===== src/rtl/rv523_selftest_pkg.sv =====
// Shared state encoding and truth-table constants for the cell self-test engines.
// No logic: no latency, no backpressure.
package rv523_selftest_pkg;

    typedef enum logic [2:0] {IDLE, APPLY, SETTLE, SAMPLE, FINISH} state_t;

    localparam int VEC_COUNT = 16;

    localparam logic [15:0] TRUTH_NOR4  = 16'h0001;
    localparam logic [15:0] TRUTH_NAND4 = 16'h7FFF;
    localparam logic [15:0] TRUTH_AND4  = 16'h8000;
    localparam logic [15:0] TRUTH_OR4   = 16'hFFFE;

endpackage


===== src/rtl/cell4_settle_timer.sv =====
// 4-bit loadable up/down counter; tc is high while the count equals tc_val.
// Load/step take effect on the next clock; no backpressure.
module cell4_settle_timer (
    input  logic       clk,
    input  logic       rst_n,
    input  logic       load,
    input  logic [3:0] load_val,
    input  logic       en,
    input  logic       up,
    input  logic [3:0] tc_val,
    output logic       tc
);

    logic [3:0] count;

    always_ff @(posedge clk or negedge rst_n) begin
        if (!rst_n) begin
            count <= 4'd0;
        end else if (load) begin
            count <= load_val;
        end else if (en) begin
            count <= up ? count + 4'd1 : count - 4'd1;
        end
    end

    assign tc = (count == tc_val);

endmodule


===== src/rtl/cell4_selftest.sv =====
// Self-test engine for a 4-input cell: walks vectors 0..15, samples Y after SETTLE cycles, scores vs TRUTH.
// One vector per SETTLE+2 cycles; START is ignored while a run is in progress.
module cell4_selftest #(
    parameter logic [15:0] TRUTH  = 16'h0001,
    parameter int          SETTLE = 2
) (
    input  logic       CLK,
    input  logic       RST_N,
    input  logic       START,
    input  logic       Y,
    output logic       A1,
    output logic       A2,
    output logic       A3,
    output logic       A4,
    output logic       BUSY,
    output logic       DONE,
    output logic       PASS,
    output logic [4:0] ERR_CNT,
    output logic       FAIL_VALID,
    output logic [3:0] FIRST_FAIL
);
    import rv523_selftest_pkg::*;

    localparam logic [3:0] SETTLE_LAST = 4'(SETTLE - 1);
    localparam logic [3:0] LAST_VEC    = 4'(VEC_COUNT - 1);

    state_t     state;
    state_t     state_nxt;
    logic [3:0] idx;
    logic       y_q;
    logic       settle_done;
    logic       mismatch;
    logic       running;
    logic [4:0] err_nxt;

    // The parameter SETTLE shadows the enumerator, so the state is package-qualified.
    cell4_settle_timer u_settle (
        .clk      (CLK),
        .rst_n    (RST_N),
        .load     (state == APPLY),
        .load_val (4'd0),
        .en       (state == rv523_selftest_pkg::SETTLE),
        .up       (1'b1),
        .tc_val   (SETTLE_LAST),
        .tc       (settle_done)
    );

    always_ff @(posedge CLK or negedge RST_N) begin
        if (!RST_N) begin
            state <= IDLE;
        end else begin
            state <= state_nxt;
        end
    end

    always_comb begin
        state_nxt = state;
        case (state)
            IDLE:                        if (START) state_nxt = APPLY;
            APPLY:                       state_nxt = rv523_selftest_pkg::SETTLE;
            rv523_selftest_pkg::SETTLE:  if (settle_done) state_nxt = SAMPLE;
            SAMPLE:                      state_nxt = (idx == LAST_VEC) ? FINISH : APPLY;
            FINISH:                      state_nxt = IDLE;
            default:                     state_nxt = IDLE;
        endcase
    end

    // y_q in SAMPLE holds Y from the last settle cycle, while the vector was still applied.
    assign mismatch = (y_q != TRUTH[idx]);
    assign err_nxt  = ERR_CNT + {4'd0, mismatch};
    assign running  = (state == APPLY) || (state == rv523_selftest_pkg::SETTLE) || (state == SAMPLE);

    assign BUSY             = running;
    assign DONE             = (state == FINISH);
    assign {A4, A3, A2, A1} = running ? idx : 4'd0;

    always_ff @(posedge CLK or negedge RST_N) begin
        if (!RST_N) begin
            idx        <= 4'd0;
            y_q        <= 1'b0;
            PASS       <= 1'b0;
            ERR_CNT    <= 5'd0;
            FAIL_VALID <= 1'b0;
            FIRST_FAIL <= 4'd0;
        end else begin
            y_q <= Y;
            if (state == IDLE && START) begin
                idx        <= 4'd0;
                PASS       <= 1'b0;
                ERR_CNT    <= 5'd0;
                FAIL_VALID <= 1'b0;
                FIRST_FAIL <= 4'd0;
            end else if (state == SAMPLE) begin
                ERR_CNT <= err_nxt;
                if (mismatch && !FAIL_VALID) begin
                    FIRST_FAIL <= idx;
                    FAIL_VALID <= 1'b1;
                end
                if (idx == LAST_VEC) begin
                    PASS <= (err_nxt == 5'd0);
                end else begin
                    idx <= idx + 4'd1;
                end
            end
        end
    end

endmodule


===== config.mk =====
export PLATFORM = sky130hd
export DESIGN_NAME = cell4_selftest
export DESIGN_NICKNAME = d
export VERILOG_FILES = /design/src/rtl/rv523_selftest_pkg.sv /design/src/rtl/cell4_settle_timer.sv /design/src/rtl/cell4_selftest.sv
export SDC_FILE = /design/constraint.sdc
export NUM_CORES = 1
export LEC_CHECK = 0
export ABC_AREA = 1
export BUFFER_PORTS_ARGS = -buffer_cell sky130_fd_sc_hd__buf_2
export CORE_MARGIN = 8
export CORE_UTILIZATION = 35
export DETAILED_ROUTE_END_ITERATION = 8
export GPL_TIMING_DRIVEN = 1
export PLACE_DENSITY = 0.63
export SYNTH_ARGS = -nofsm -noshare
export SYNTH_HDL_FRONTEND = slang
export SYNTH_SLANG_ARGS = --single-unit

===== constraint.sdc =====
create_clock -name CLK -period 2.04 [get_ports CLK]
set_clock_uncertainty 0.15 [all_clocks]
set_input_delay 0.102 -clock CLK [delete_from_list [all_inputs] [get_ports CLK]]
set_output_delay 0.102 -clock CLK [all_outputs]
set_load 0.03 [all_outputs]

# ---- Word level (Yosys, flattened, before mapping)
# Memories as Yosys holds them, arrays and structs flattened.
# Index checks and enable logic that the tools add are counted.
dict set report classes {
  addsub 3
  order_cmp 1
  n_eq_ne 10
  muxes 22
  n_reduce_logical 15
}
# operator count
set op_table {}
lappend op_table {{4-bit 2-to-1 mux} 9}
lappend op_table {{3-bit case mux with 4 select lines} 1}
lappend op_table {{5-bit 2-to-1 mux} 2}
lappend op_table {{3-bit 2-to-1 mux} 3}
lappend op_table {{4-bit by 1-bit adder with 4-bit output, second input constant} 2}
lappend op_table {{2-bit AND reduction} 4}
lappend op_table {{2-bit nonzero test} 4}
lappend op_table {{1-bit 2-to-1 mux} 7}
lappend op_table {{3-bit by 2-bit == test with 1-bit output, second input constant} 2}
lappend op_table {{2-bit != test, second input constant} 3}
lappend op_table {{5-bit by 1-bit adder with 5-bit output} 1}
lappend op_table {{5-bit zero test} 1}
lappend op_table {{4-bit by 5-bit less-than comparator with 1-bit output, second input constant} 1}
lappend op_table {{4-bit by 1-bit == test with 1-bit output, second input constant} 1}
lappend op_table {{4-bit == test, second input constant} 1}
lappend op_table {{3-bit by 1-bit == test with 1-bit output, second input constant} 1}
lappend op_table {{3-bit == test, second input constant} 1}
lappend op_table {{3-bit zero test} 1}
lappend op_table {{1-bit logical AND} 2}
lappend op_table {{1-bit logical OR} 2}
lappend op_table {{1-bit zero test} 1}
lappend op_table {{1-bit != test} 1}
dict set report totals {
  reg_bits 23
  mem_bits_ro 16
  input_bits 4
  out_inout_bits 17
  word_cells 60
  mem_count 1
}
# name words width rd rd_clocked_by_memory_dff write_ports line
set memory_table {}
lappend memory_table {{(no name shown)} 16 1 1 0 0 cell4_selftest.sv:69} ;# assign mismatch = (y_q != TRUTH[idx]);

# ---- Longest topological paths before layout
dict set report depth {
  word_depth 8
  ltp_mapped 13
  mapped_depth_nobuf 13
}

# ---- Modules after synthesis
# A second synthesis with hierarchy kept.
dict set report unflattened {
  hier_cells 169
  hier_area_um2 1363.8
}
# mod n_inst cells_each area_per_inst_um2 seq_area_each_um2
set modules_own_cells {}
lappend modules_own_cells {cell4_selftest 1 126 1033.5 475.5}
lappend modules_own_cells {cell4_settle_timer 1 43 330.3 100.1}

# ---- Least setup slack after synthesis
# OpenSTA, ideal clock, no wires.
dict set report synth_path {
  kind {register -> register}
  start {register idx[0]}
  end {register PASS}
  setup_ns 0.077
  arrival_ns 1.872
  t_required_ns 1.813
  setup_slack_ns -0.060
  stages_incl_launch_ff 12
  path_buffers 0
  synth_period_minus_slack_ns 2.100
  path_cell_list {dfrtp_1 > inv_1 > ha_1 > nand4_1 > and2_1 > ha_1 > ha_1 > nor2_1 > nand3_1 > nor2_1 > nand2_1 > a21oi_1}
}
dict set report synth_between {
  elab_chain_cells 8
  elab_cells_between_ends 11
  cone_classes {add/sub (1); eq/ne (2); mux (4); reduce/logical (3); memory (1)}
}
# element line
set synth_rtl {}
lappend synth_rtl {{start, declared} cell4_selftest.sv:29} ;# logic [3:0] idx;
lappend synth_rtl {{start signal, assigned} cell4_selftest.sv:102} ;# idx <= idx + 4'd1;
lappend synth_rtl {{memory 16 x 1 bit} -}
lappend synth_rtl {{1-bit 2-to-1 mux (implied by the code)} cell4_selftest.sv:69}
lappend synth_rtl {{1-bit != test} cell4_selftest.sv:69}
lappend synth_rtl {{5-bit by 1-bit adder with 5-bit output} cell4_selftest.sv:70} ;# assign err_nxt = ERR_CNT + {4'd0, mismatch};
lappend synth_rtl {{5-bit zero test} cell4_selftest.sv:100} ;# PASS <= (err_nxt == 5'd0);
lappend synth_rtl {{1-bit 2-to-1 mux} cell4_selftest.sv:99} ;# if (idx == LAST_VEC) begin
lappend synth_rtl {{1-bit 2-to-1 mux} cell4_selftest.sv:93} ;# end else if (state == SAMPLE) begin
lappend synth_rtl {{1-bit 2-to-1 mux} cell4_selftest.sv:87} ;# if (state == IDLE && START) begin
lappend synth_rtl {{end signal, assigned} cell4_selftest.sv:100}
lappend synth_rtl {{end, declared} cell4_selftest.sv:17} ;# output logic PASS,
# Several ways; a longest one is shown, not always the timed one. The select of a mux whose other input is x is not followed.
# A chain may end at the register's enable or synchronous reset.

# ---- Worst setup path in the final report
dict set report layout_path {
  start {register idx[1]}
  end {register PASS}
}
# The elaborated chain is that of the path after synthesis.

==> flow_metrics.tcl <==
set metrics [dict create \
    critPathLaunchType "flip-flop" \
    cp_top_family "simple AND/OR/NAND/NOR gates" \
    drive_gt1_frac 0.3275 \
    worst-path-buf-inv 1 \
    crit_path_max_incr_delay_ns 0.41 \
    die_area_mm2 0.005535 \
    drtIter0Drc 44 \
    slew_headroom 0.6646 \
    clkTransAtPathRegs_ns 0.13 \
    numCtsBuffers 3 \
    synth_top_cell_area_share 0.4822 \
    stdcell_area_mm2 0.001521 \
    drv_cap 0 \
    drtAntennaViolNets 0 \
    path_depth 11 \
    setup_viol 0 \
    start_util 0.3605 \
    vias_per_cell 4.696 \
    routed_wl_mm 2.541 \
    worstPathMaxFanout 2 \
    syn_area_per_cell_um2 8.842 \
    timing.rr.start "idx[1]$_DFFE_PN0P_" \
    coreArea_mm2 0.003311 \
    cts.sinks 23 \
    wire_per_inst_um 11.71 \
    ios 21 \
    top_usage_layer "met2" \
    vdd_drop_max_mv 0.7218 \
    min_path_type "in2async" \
    rows 21 \
    ys_warn_count 0 \
    post-route-min-period_ns 1.929 \
    fin_nets 182 \
    grt_use_met2 0.1491 \
    grt_pass1_wl_mm 4.236 \
    overflow 0 \
    hpwl_mm 1.895 \
    htree_levels 1 \
    ys_seq_area_frac 0.4822 \
    whs_ns 0.1254 \
    clock-root-buffer "clkbuf_4" \
    synthArstFlopShare 1.000 \
    synth_top_area_cell "dfrtp_1" \
    synth_common_cells "dfrtp_1, nand2_1, nand3_1" \
    worst-r2r-cell-count 11 \
    grtUsageMet1 0.1273 \
    die_w_um 74.40 \
    cts_tree "built" \
    post-route-util 0.4596 \
    synthCells 135 \
    synth_nets 145 \
    grt_max_degree 24 \
    fmax_ghz 0.5184 \
    post_dp_cell_area_mm2 0.001400 \
    yosys.cell_types.count 26 \
    die_h_um 74.40 \
    required_ns 2.13 \
    synth_edf_count 0 \
    critPathArrivalTime_ns 2.02 \
    track_usage 0.09744 \
    leakagePower_nw 0.7541 \
    reg2reg_to "PASS$_DFFE_PN0P_" \
    drc_errors 0 \
    antenna_found_initial 0 \
    clock_latency_ns 0.31 \
    worstSetupEndpoint "PASS$_DFFE_PN0P_" \
    met3_usage 0.02426 \
    fin_crit_sh 0.9456 \
    tightest_slew_ns 0.5032 \
    path_common_cell "ha_4" \
    setup_slack_ns 0.1110 \
    first_pass_iters 4 \
    routabilityCongestion 0.8044 \
    crit_type "reg2reg" \
    ff2ff_setup_slack_ns 0.11 \
    fillerInstances 330 \
    num_vias 1019 \
    synth_seq_cells 23 \
    area_delta_synth_final_pct 27.46 \
    cp-startpoint "idx[1]$_DFFE_PN0P_" \
    path_cells "inv_2, ha_4, nand4_1, and2_4, ha_4, ha_4, nor2_2, nand3_1, nor2_1, nand2_1, a21oi_1" \
    portBuffers 20 \
    ys.flop_type "dfrtp_1" \
    hold_viol_final 0 \
    grt_pass1_vias 954 \
    power_density_mw_per_mm2 1392 \
    clock_path_buffers 2 \
    synth_area_leaders "dfrtp_1, nand2_1, nand3_1" \
    endpoint_kind "flip-flop" \
    outcome "complete, no violations" \
    drv_slew 0 \
    power.total_mw 2.119 \
    syn_area_mm2 0.001194 \
    antenna_cells 0 \
    cpMaxStageDelayCell "dfrtp_1" \
    pre_cts_slack_ns -0.01672 \
]
[cells in the final DEF (no fill, tap or decap), types with 4 or more instances in the layout]
master,n
buf_2,20
buf_4,10
dfrtp_1,23
inv_1,11
inv_2,4
nand2_1,22
nand3_1,16
nor2_1,10
nor2_2,5
o21ai_0,7
o21ai_1,6
[metal layers]
metal | vias to the layer above | share of wire | wire length, µm
met1 | 477 | 0.51 | 1289
met5 | - | 0 | 0
met2 | 17 | 0.43 | 1085
li1 | 521 | - | -
met3 | 4 | 0.051 | 130
met4 | 0 | 0.014 | 35
[worst reg2reg max path, delay by kind of cell, from the launching register on]
kind | cells | cell delay [ns]
buffers and inverters | 1 | 0.09
and+or+nand+nor | 6 | 0.59
DFF | 1 | 0.41
adders and majority gates | 3 | 0.51
AOI/OAI and AO/OA | 1 | 0.13
[cell type report]
type	count	area, µm²	share of cell area
timing repair buffer	33	205.2	0.1349
multi-input combinational	94	589.3	0.3873
clock buffer	4	26.28	0.01727
inverter	17	67.56	0.04441
tap	46	57.56	0.03783
sequential	23	575.6	0.3783
[repair_timing]
action / CTS / global route
pin swaps: 2 / 10
endpoints found under the setup margin: 1 / 1
hold buffers: 3 / 0
resized for setup: 2 / 8
buffers inserted: 0 / 2
hold endpoints to repair: 25 / 0
[cells by family (layout without fill, tap and decap cells)]
logic type               Yosys count  after routing  synth area share
buffers and inverters             18             54           0.06604
adder cells (fa/ha/maj)            6              6           0.06289
AO/OA/AOI/OAI                     20             20           0.09119
AND/OR/NAND/NOR                   65             65            0.2757
flip-flops                        23             23            0.4822
XOR/XNOR                           3              3           0.02202
[sequential cells by signal, summed over array words and instances (netlist names)]
signal and count:
ERR_CNT 5, y_q 1, FAIL_VALID 1, PASS 1
u_settle.count 4, idx 4, FIRST_FAIL 4, state 3
[how the worst min path moves through the flow]
stage                     start                             to
final                     RST_N      FIRST_FAIL[2]$_DFFE_PN0P_
after global routing      RST_N      FIRST_FAIL[2]$_DFFE_PN0P_
after CTS                 RST_N      FIRST_FAIL[2]$_DFFE_PN0P_
after detailed placement  RST_N  u_settle.count[2]$_DFFE_PN0P_
after global placement    RST_N      FIRST_FAIL[1]$_DFFE_PN0P_
after floorplan           RST_N         ERR_CNT[0]$_DFFE_PN0P_
[per-stage QoR]
stage / cells / TNS [ns]
floorplan: 135 / 0
global placement: 208 / 0
detailed placement: 208 / -0.01672
CTS: 215 / 0
global route: 217 / -0.009770
finish: 217 / 0
[power breakdown]
group | switching [mW] | internal (mW) | leakage (nW) | total (mW)
sequential | 0.141 | 0.591 | 0.305 | 0.733
combinational | 0.729 | 0.447 | 0.434 | 1.18
clock | 0.134 | 0.0761 | 0.0150 | 0.210
total | 1.00 | 1.12 | 0.754 | 2.12
Power figures use the tool's default switching activity.
